### src/rtl/calc1_engine_if.sv
// One calculator request/response port: command and operands in, response code and result out.
interface calc1_engine_if;
    logic [3:0]  cmd_in;
    logic [31:0] data_in;
    logic [1:0]  out_resp;
    logic [31:0] out_data;

    modport master (output cmd_in, data_in, input out_resp, out_data);
    modport slave  (input cmd_in, data_in, output out_resp, out_data);
endinterface

### src/rtl/calc1_engine.sv
// Four independent 32-bit unsigned calculator ports (add, subtract, optional shifts).
// Define CALC1_SHIFT_EN to build the shifter; otherwise commands 5 and 6 answer as invalid.

// state | meaning
// IDLE  | waiting for a non-zero command with operand1
// OP2   | capturing operand2; command input ignored
// EXEC  | result registered this edge; a new command may be accepted simultaneously
module calc1_port (
    input  logic        clk,
    input  logic        reset,
    input  logic [3:0]  cmd_in,
    input  logic [31:0] data_in,
    output logic [1:0]  out_resp,
    output logic [31:0] out_data
);
    typedef enum logic [1:0] {IDLE, OP2, EXEC} state_t;

    localparam logic [3:0] CMD_ADD = 4'd1;
    localparam logic [3:0] CMD_SUB = 4'd2;
`ifdef CALC1_SHIFT_EN
    localparam logic [3:0] CMD_SHL = 4'd5;
    localparam logic [3:0] CMD_SHR = 4'd6;
`endif
    localparam logic [1:0] RESP_NONE = 2'b00;
    localparam logic [1:0] RESP_OK   = 2'b01;
    localparam logic [1:0] RESP_ERR  = 2'b10;

    state_t      state;
    logic [3:0]  cmd_q;
    logic [31:0] op1_q;
    logic [31:0] op2_q;
    logic [32:0] sum;
    logic        res_ok;
    logic [31:0] res_val;

    always_comb begin
        sum     = {1'b0, op1_q} + {1'b0, op2_q};
        res_ok  = 1'b0;
        res_val = '0;
        case (cmd_q)
            CMD_ADD: if (!sum[32]) begin
                res_ok  = 1'b1;
                res_val = sum[31:0];
            end
            CMD_SUB: if (op2_q <= op1_q) begin
                res_ok  = 1'b1;
                res_val = op1_q - op2_q;
            end
`ifdef CALC1_SHIFT_EN
            // Only the low five bits of operand2 form the shift amount.
            CMD_SHL: begin
                res_ok  = 1'b1;
                res_val = op1_q << op2_q[4:0];
            end
            CMD_SHR: begin
                res_ok  = 1'b1;
                res_val = op1_q >> op2_q[4:0];
            end
`endif
            default: ;
        endcase
    end

    always_ff @(posedge clk) begin
        if (!reset) begin
            state    <= IDLE;
            cmd_q    <= '0;
            op1_q    <= '0;
            op2_q    <= '0;
            out_resp <= RESP_NONE;
            out_data <= '0;
        end else begin
            out_resp <= RESP_NONE;
            out_data <= '0;
            case (state)
                IDLE: if (cmd_in != 4'd0) begin
                    cmd_q <= cmd_in;
                    op1_q <= data_in;
                    state <= OP2;
                end
                OP2: begin
                    op2_q <= data_in;
                    state <= EXEC;
                end
                EXEC: begin
                    out_resp <= res_ok ? RESP_OK : RESP_ERR;
                    out_data <= res_val;
                    if (cmd_in != 4'd0) begin
                        cmd_q <= cmd_in;
                        op1_q <= data_in;
                        state <= OP2;
                    end else begin
                        state <= IDLE;
                    end
                end
                default: state <= IDLE;
            endcase
        end
    end
endmodule

module calc1_engine (
    input  logic          c_clk,
    input  logic          reset,
    calc1_engine_if.slave req1,
    calc1_engine_if.slave req2,
    calc1_engine_if.slave req3,
    calc1_engine_if.slave req4
);
    calc1_port u_port1 (
        .clk(c_clk), .reset(reset),
        .cmd_in(req1.cmd_in), .data_in(req1.data_in),
        .out_resp(req1.out_resp), .out_data(req1.out_data)
    );
    calc1_port u_port2 (
        .clk(c_clk), .reset(reset),
        .cmd_in(req2.cmd_in), .data_in(req2.data_in),
        .out_resp(req2.out_resp), .out_data(req2.out_data)
    );
    calc1_port u_port3 (
        .clk(c_clk), .reset(reset),
        .cmd_in(req3.cmd_in), .data_in(req3.data_in),
        .out_resp(req3.out_resp), .out_data(req3.out_data)
    );
    calc1_port u_port4 (
        .clk(c_clk), .reset(reset),
        .cmd_in(req4.cmd_in), .data_in(req4.data_in),
        .out_resp(req4.out_resp), .out_data(req4.out_data)
    );
endmodule

### src/flat_wrapper.sv
// flat-port wrapper written by rule: the top's interface ports become plain ports
module calc1_engine_flat 
  (c_clk, reset, req1_cmd_in, req1_data_in, req1_out_resp, req1_out_data, req2_cmd_in, req2_data_in, req2_out_resp, req2_out_data, req3_cmd_in, req3_data_in, req3_out_resp, req3_out_data, req4_cmd_in, req4_data_in, req4_out_resp, req4_out_data);
  calc1_engine_if req1_i ();
  calc1_engine_if req2_i ();
  calc1_engine_if req3_i ();
  calc1_engine_if req4_i ();
  input  logic c_clk;
  input  logic reset;
  input wire logic [$bits(req1_i.cmd_in)-1:0] req1_cmd_in;
  input wire logic [$bits(req1_i.data_in)-1:0] req1_data_in;
  output wire logic [$bits(req1_i.out_resp)-1:0] req1_out_resp;
  output wire logic [$bits(req1_i.out_data)-1:0] req1_out_data;
  input wire logic [$bits(req2_i.cmd_in)-1:0] req2_cmd_in;
  input wire logic [$bits(req2_i.data_in)-1:0] req2_data_in;
  output wire logic [$bits(req2_i.out_resp)-1:0] req2_out_resp;
  output wire logic [$bits(req2_i.out_data)-1:0] req2_out_data;
  input wire logic [$bits(req3_i.cmd_in)-1:0] req3_cmd_in;
  input wire logic [$bits(req3_i.data_in)-1:0] req3_data_in;
  output wire logic [$bits(req3_i.out_resp)-1:0] req3_out_resp;
  output wire logic [$bits(req3_i.out_data)-1:0] req3_out_data;
  input wire logic [$bits(req4_i.cmd_in)-1:0] req4_cmd_in;
  input wire logic [$bits(req4_i.data_in)-1:0] req4_data_in;
  output wire logic [$bits(req4_i.out_resp)-1:0] req4_out_resp;
  output wire logic [$bits(req4_i.out_data)-1:0] req4_out_data;
  assign req1_i.cmd_in = req1_cmd_in;
  assign req1_i.data_in = req1_data_in;
  assign req1_out_resp = req1_i.out_resp;
  assign req1_out_data = req1_i.out_data;
  assign req2_i.cmd_in = req2_cmd_in;
  assign req2_i.data_in = req2_data_in;
  assign req2_out_resp = req2_i.out_resp;
  assign req2_out_data = req2_i.out_data;
  assign req3_i.cmd_in = req3_cmd_in;
  assign req3_i.data_in = req3_data_in;
  assign req3_out_resp = req3_i.out_resp;
  assign req3_out_data = req3_i.out_data;
  assign req4_i.cmd_in = req4_cmd_in;
  assign req4_i.data_in = req4_data_in;
  assign req4_out_resp = req4_i.out_resp;
  assign req4_out_data = req4_i.out_data;
  calc1_engine u_core (.c_clk(c_clk), .reset(reset), .req1(req1_i), .req2(req2_i), .req3(req3_i), .req4(req4_i));
endmodule
### config.mk
export PLATFORM = sky130hd
export DESIGN_NAME = calc1_engine_flat
export DESIGN_NICKNAME = d
export VERILOG_FILES = /design/src/rtl/calc1_engine_if.sv /design/src/rtl/calc1_engine.sv /design/src/flat_wrapper.sv
export SDC_FILE = /design/constraint.sdc
export NUM_CORES = 1
export LEC_CHECK = 0
export CORE_AREA = 2 2 223 225
export DETAILED_ROUTE_END_ITERATION = 8
export DIE_AREA = 0 0 225 227
export DONT_BUFFER_PORTS = 1
export HOLD_SLACK_MARGIN = 0.02
export PLACE_DENSITY = 0.76
export SLEW_MARGIN = 20
export SYNTH_ARGS = -nofsm -noshare
export SYNTH_HDL_FRONTEND = slang
export SYNTH_SLANG_ARGS = --single-unit
### constraint.sdc
create_clock -name c_clk -period 6 [get_ports c_clk]
set_clock_uncertainty 0.05 [all_clocks]
set_input_delay 1.2 -clock c_clk [delete_from_list [all_inputs] [get_ports c_clk]]
set_output_delay 1.2 -clock c_clk [all_outputs]
set_load 0.1 [all_outputs]
==> results of run 1 <==
synthesized netlist by cell type (all sizes together), types with 6 or more instances:
cell     instances  area (sq um)
a2bb2oi         14           123
o21ai          121           613
or2             21           131
nor3            69           355
nand3b           8          60.1
o41ai           10           129
o31a            16           140
nor2b           43           269
inv            270          1010
o22a            50           438
a21boi         277          2080
ha             256          3200
a211oi          43           350
a22oi            6          45.0
a311oi          10          87.6
and3            14          87.6
nand4           24           150
o22ai           11          68.8
a211o            9          78.8
a221oi          83           752
o21bai          47           357
fa               8           160
o221ai           7          61.3
and2            22           138
nand3           47           235
or3             18           113
o21a            32           240
a221o           11           110
a2111oi         16           234
a31oi           40           287
buf             74           408
nor2           253           962
dfxtp          416          8330
a21oi          346          1750
clkbuf         150           563
o211a            6          60.1
o311ai          11           121
nand2          656          2490
a21o            54           405
a31o             9          78.8
nor4            23           144
o211ai          23           178
nand2b          56           350
o31ai           31           238
or4             11          82.6
final cells by class:
class	instances	area, sq um	share of cell area
flip-flops and latches	416	8330	0.273
clock buffers	66	1360	0.0446
well taps	622	778	0.0255
clock inverters	17	267	0.00873
repair buffers	18	135	0.00443
inverters	273	1020	0.0336
multi-input cells	2878	18600	0.610
worst reg2reg max path: stages, from the launching register on:
cell	delay, ps
dfxtp_1	360
inv_1	50
ha_1	610
nor2b_1	140
a2111o_1	350
nor4_1	560
o41ai_1	190
o211ai_1	220
nand2_1	170
nor2_2	560
buf_4	360
a21oi_1	100
a21oi_1	230
path summary, 6_finish.rpt:
path	from	end	slack (ps)	cells after the start
setup / recovery	u_core.u_port3.op2_q[23]$_SDFFE_PN0N_	u_core.u_port3.out_data[6]$_SDFF_PN0_	1960	12
hold / removal	u_core.u_port4.op2_q[14]$_SDFFE_PN0N_	u_core.u_port4.op2_q[14]$_SDFFE_PN0N_	430	2
setup reg to reg	u_core.u_port3.op2_q[23]$_SDFFE_PN0N_	u_core.u_port3.out_data[6]$_SDFF_PN0_	1960	12
hold reg to reg	u_core.u_port4.op2_q[14]$_SDFFE_PN0N_	u_core.u_port4.op2_q[14]$_SDFFE_PN0N_	430	2
sequential cells by signal (all words and copies together) (netlist names), 4 cells and up:
register,flops
u_core.u_port3.cmd_q,4
u_core.u_port2.op1_q,32
u_core.u_port1.cmd_q,4
u_core.u_port3.out_data,32
u_core.u_port3.op2_q,32
u_core.u_port1.op2_q,32
u_core.u_port4.op2_q,32
u_core.u_port4.cmd_q,4
u_core.u_port1.out_data,32
u_core.u_port4.out_data,32
u_core.u_port4.op1_q,32
u_core.u_port2.out_data,32
u_core.u_port3.op1_q,32
u_core.u_port2.op2_q,32
u_core.u_port1.op1_q,32
u_core.u_port2.cmd_q,4
power groups by stage:
stage,Combinational (uW),Clock (uW),Sequential (uW)
after floorplan,1570,0,3840
after global placement,1950,0,3910
after detailed placement,1970,0,3920
after CTS,1990,3100,3860
after global routing,2250,3220,3880
final,2040,3060,3860
through the flow:
step | hold WS (ps) | utilization | power [uW]
floorplan | 406 | - | 5410
global placement | 419 | 0.595 | 5870
detailed placement | 427 | 0.595 | 5890
CTS | 435 | 0.629 | 8950
global route | 459 | 0.629 | 9350
finish | 432 | 0.629 | 8960
routing by layer:
| layer | up-vias | GRT usage | part of all wire |
|---|---|---|---|
| li1 | 13100 | - | - |
| met1 | 12700 | 0.406 | 0.42 |
| met2 | 1136 | 0.508 | 0.45 |
| met3 | 189 | 0.0742 | 0.089 |
| met4 | 0 | 0.114 | 0.037 |
| met5 | - | 0 | 0 |
cells by family (layout without fill, tap and decap cells):
logic type,count (synthesis),in the layout,synth area share
fa+ha+maj,264,264,0.116
compound gates,1327,1327,0.327
mux,3,3,0.00104
flops,416,416,0.288
buf+inv,497,374,0.0690
simple gates,1278,1278,0.196
xor+xnor,6,6,0.00182
==> flow_metrics.env, run 1 <==
export IMPL_cpPeakStageDelay_ps=610
export IMPL_path_buf_inv=2
export IMPL_cp_required_ps=6450
export IMPL_crit_top_cell="a21oi_1"
export IMPL_htreeDepth=2
export IMPL_die_h_microns=227
export IMPL_cp_slowest_cell="ha_1"
export IMPL_postLayoutCellArea_sq_um=30500
export IMPL_synth_fp_nets=4201
export IMPL_root_buffer="clkbuf_16"
export IMPL_p_sw_uw=3370
export IMPL_final_net_count=4043
export IMPL_antenna_cells=0
export IMPL_grt_start_max_net_pins=285
export IMPL_die_w_microns=225
export IMPL_synthFlopType="dfxtp_1"
export IMPL_clock_sinks=416
export IMPL_ys_ff_latch=416
export IMPL_combPwrFrac=0.227
export IMPL_seq_area_frac_synth=0.288
export IMPL_syn_area_per_cell_sq_um=7.63
export IMPL_fin_crit_ps=4040
export IMPL_yosysWarnings=0
export IMPL_setup_violations_final=0
export IMPL_final_layout_size_suffix_gt1_frac=0.0543
export IMPL_drtIter0Drc=2475
export IMPL_cts_max_path_buffers=3
export IMPL_worst_slew_pin_slew_ps=1080
export IMPL_cp_cell_sequence="inv_1 -> ha_1 -> nor2b_1 -> a2111o_1 -> nor4_1 -> o41ai_1 -> o211ai_1 -> nand2_1 -> nor2_2 -> buf_4 -> a21oi_1 -> a21oi_1"
export IMPL_final_common_cell="nand2_1"
export IMPL_io_buffers=0
export IMPL_synth_edf_count=0
export IMPL_max_freq_mhz=248
export IMPL_hold_class="register to register"
export IMPL_placed_cell_area_sq_um=28900
export IMPL_overflow=0
export IMPL_cap_violations=0
export IMPL_rows=81
export IMPL_rsz0062_at_grt="no"
export IMPL_swShare=0.376
export IMPL_leakagePower_uw=0.0124
export IMPL_worstPathMaxFanout=16
export IMPL_grtUsageTotal=0.313
export IMPL_dieArea_sq_um=51100
export IMPL_end_kind="register"
export IMPL_layout_cells_non_filler=4290
export IMPL_dp_cells=4207
export IMPL_hold_viol_final=0
export IMPL_period_share=0.673
export IMPL_cts_resized=0
export IMPL_relSlewSlack=0.279
export IMPL_grt_pass1_vias=25300
export IMPL_post_cts_buffers=0
export IMPL_slew_violations=0
export IMPL_clk_insertion_delay_late_ps=590
export IMPL_synth_distinct_cells=106
export IMPL_power_density_nw_per_um2=293
export IMPL_firstDrtPassIters=6
export IMPL_clockPowerShare=0.342
export IMPL_status="finished clean"
export IMPL_totalWireLength_mm=82.5
export IMPL_path_clk_slew_ps=60
export IMPL_setup_tns_ps=0
export IMPL_fill_cells=4380
export IMPL_power_internal_uw=5590
export IMPL_wl_per_cell_microns=19.2
export IMPL_dp_hpwl_mm=59.6
export IMPL_gp_congestion=0.960
export IMPL_antenna_found_initial=1
export IMPL_worst_setup_path_start_kind="register"
export IMPL_antenna_left=0
export IMPL_vdd_drop_max_mv=0.267
export IMPL_grt_pass1_wl_mm=132
export IMPL_cts_tree="built"
export IMPL_core_sq_um=48500
export IMPL_num_vias=27100
export IMPL_crit_family="simple AND/OR/NAND/NOR gates"
export IMPL_cp_arrival_ps=4480
export IMPL_pin_count=282
export IMPL_layout_common_cells="nand2_1, dfxtp_1, a21oi_1"
export IMPL_ys_async_sr_fraction=0
export IMPL_syn_inst=3791
export IMPL_start_util=0.596
export IMPL_drc=0
export IMPL_netlist_area_sq_um=28900
export IMPL_cts_hold_buf=0
export IMPL_via_per_inst=6.32
export IMPL_area_growth_pct=5.59
export IMPL_worst_slack_ps=1960
export IMPL_pre_cts_ws_ps=1840
export IMPL_crit_type="register to register"
export IMPL_cts_buffers_inserted=46
export IMPL_p_seq_frac=0.431
(Power assumes the default switching activity.)
==> run 2, diff against run 1 <==
==> constraint.sdc (replaced) <==
create_clock -name c_clk -period 3.82 [get_ports c_clk]
set_clock_uncertainty 0.05 [all_clocks]
set_input_delay 0.764 -clock c_clk [delete_from_list [all_inputs] [get_ports c_clk]]
set_output_delay 0.764 -clock c_clk [all_outputs]
set_load 0.1 [all_outputs]
==> flow_metrics.env, run 2 (synthesis gave the netlist of run 1 again) <==
export IMPL_fill_cells=4351
export IMPL_wl_per_cell_microns=19.3
export IMPL_cts_max_path_buffers=3
export IMPL_root_buffer="clkbuf_16"
export IMPL_die_h_microns=227
export IMPL_num_vias=27500
export IMPL_setup_tns_ps=0
export IMPL_setup_violations_final=0
export IMPL_layout_common_cells="nand2_1, dfxtp_1, a21oi_1"
export IMPL_clk_insertion_delay_late_ps=600
export IMPL_hold_viol_final=0
export IMPL_totalWireLength_mm=83.7
export IMPL_max_freq_mhz=281
export IMPL_status="finished clean"
export IMPL_cts_tree="built"
export IMPL_path_clk_slew_ps=60
export IMPL_power_density_nw_per_um2=453
export IMPL_cp_slowest_cell="fa_1"
export IMPL_io_buffers=0
export IMPL_grt_pass1_wl_mm=135
export IMPL_grt_start_max_net_pins=285
export IMPL_worstPathMaxFanout=16
export IMPL_drc=0
export IMPL_end_kind="register"
export IMPL_regToRegStartpoint="u_core.u_port1.op2_q[0]$_SDFFE_PN0N_"
export IMPL_area_growth_pct=6.82
export IMPL_fin_crit_ps=3550
export IMPL_overflow=0
export IMPL_final_common_cell="nand2_1"
export IMPL_endpoint="u_core.u_port1.out_data[12]$_SDFF_PN0_"
export IMPL_via_per_inst=6.33
export IMPL_die_w_microns=225
export IMPL_reg2reg_depth=13
export IMPL_worst_slew_pin_slew_ps=1090
export IMPL_crit_type="register to register"
export IMPL_vdd_drop_max_mv=0.421
export IMPL_rows=81
export IMPL_hold_class="input pin to register"
export IMPL_cts_hold_buf=0
export IMPL_cts_buffers_inserted=47
export IMPL_drtIter0Drc=2423
export IMPL_reg2reg_to="u_core.u_port1.out_data[12]$_SDFF_PN0_"
export IMPL_gp_congestion=0.986
export IMPL_leakagePower_uw=0.0126
export IMPL_final_layout_size_suffix_gt1_frac=0.0678
export IMPL_final_net_count=4094
export IMPL_cpPeakStageDelay_ps=460
export IMPL_grt_pass1_vias=25700
export IMPL_pin_count=282
export IMPL_dieArea_sq_um=51100
export IMPL_clock_sinks=416
export IMPL_antenna_found_initial=1
export IMPL_antenna_left=0
export IMPL_firstDrtPassIters=7
export IMPL_start_util=0.596
export IMPL_cap_violations=0
export IMPL_cp_arrival_ps=3980
export IMPL_relSlewSlack=0.274
export IMPL_dp_hpwl_mm=60.7
export IMPL_cp_required_ps=4240
export IMPL_reg2reg_slack_ps=270
export IMPL_antenna_cells=0
export IMPL_worst_setup_path_start_kind="register"
export IMPL_htreeDepth=2
export IMPL_post_cts_buffers=0
export IMPL_worstSetupStartpoint="u_core.u_port1.op2_q[0]$_SDFFE_PN0N_"
export IMPL_core_sq_um=48500
export IMPL_period_share=0.931
export IMPL_grtUsageTotal=0.319
export IMPL_rsz0062_at_grt="no"
export IMPL_cp_cell_sequence="ha_1 -> inv_1 -> fa_1 -> nor2_1 -> o221ai_1 -> a211oi_2 -> a21oi_4 -> a2111oi_4 -> o21a_1 -> nor2_2 -> buf_4 -> a221oi_1 -> a21oi_1"
export IMPL_slew_violations=0
export IMPL_power_total_uw=14000
-- run 2: stage by stage --
step / hold slack, ps / setup WS, ps / util / cells / cell area, sq um
2_1_floorplan: 406 / 682 / - / 3791 / 28900
3_3_place_gp: 419 / 267 / 0.603 / 4257 / 29300
3_5_place_dp: 425 / 152 / 0.603 / 4257 / 29300
6_report: 255 / 265 / 0.636 / 4340 / 30900
5_1_grt: 250 / 53.2 / 0.636 / 4340 / 30900
4_1_cts: 229 / 142 / 0.636 / 4340 / 30900
-- run 2: area by class of cell --
| type | count | area (sq um) | share of cell area |
|---|---|---|---|
| clock buffer | 68 | 1420 | 0.0459 |
| clock inverter | 15 | 161 | 0.00523 |
| inverter | 273 | 1020 | 0.0332 |
| multi-input combinational | 2878 | 18700 | 0.604 |
| sequential | 416 | 8330 | 0.270 |
| tap | 622 | 778 | 0.0252 |
| timing repair buffer | 68 | 523 | 0.0169 |
-- run 2: repair_timing --
action / in CTS / in global routing
endpoints found under the hold margin: 0 / 0
resized for setup: 0 / 3
setup endpoints to repair: 0 / 8
-- run 2: worst max-delay path: cells and delay by family (launching register included) --
family                     cells  cell delay, ps
DFF                            1             350
adders and majority gates      2             620
and+or+nand+nor                2             300
AOI/OAI and AO/OA              7            1780
buffers and inverters          2             300
-- run 2: report_power, final --
part           total, uW  switching [uW]  leakage, uW  internal [uW]
clock network       4660            1890     0.000777           2760
logic               3280            2080      0.00839           1200
registers           6060            1370      0.00343           4690
-- run 2: layer usage --
| layer | wire length (microns) | GRT usage | vias up |
|---|---|---|---|
| li1 | - | - | 13200 |
| met1 | 35300 | 0.409 | 12900 |
| met2 | 37800 | 0.519 | 1216 |
| met3 | 7210 | 0.0701 | 219 |
| met4 | 3430 | 0.134 | 2 |
| met5 | 13 | 0 | - |
-- run 2: how the worst min path moves through the flow --
stage,from,endpoint,cells past startpoint
finish,req1_data_in[18],u_core.u_port1.op1_q[18]$_SDFFE_PN0P_,2
floorplan,u_core.u_port2.cmd_q[3]$_SDFFE_PN0P_,u_core.u_port2.cmd_q[3]$_SDFFE_PN0P_,2
CTS,req4_data_in[28],u_core.u_port4.op1_q[28]$_SDFFE_PN0P_,2
detailed placement,u_core.u_port3.op2_q[20]$_SDFFE_PN0N_,u_core.u_port3.op2_q[20]$_SDFFE_PN0N_,2
global route,req4_data_in[22],u_core.u_port4.op2_q[22]$_SDFFE_PN0N_,2
global placement,u_core.u_port3.op2_q[14]$_SDFFE_PN0N_,u_core.u_port3.op2_q[14]$_SDFFE_PN0N_,2
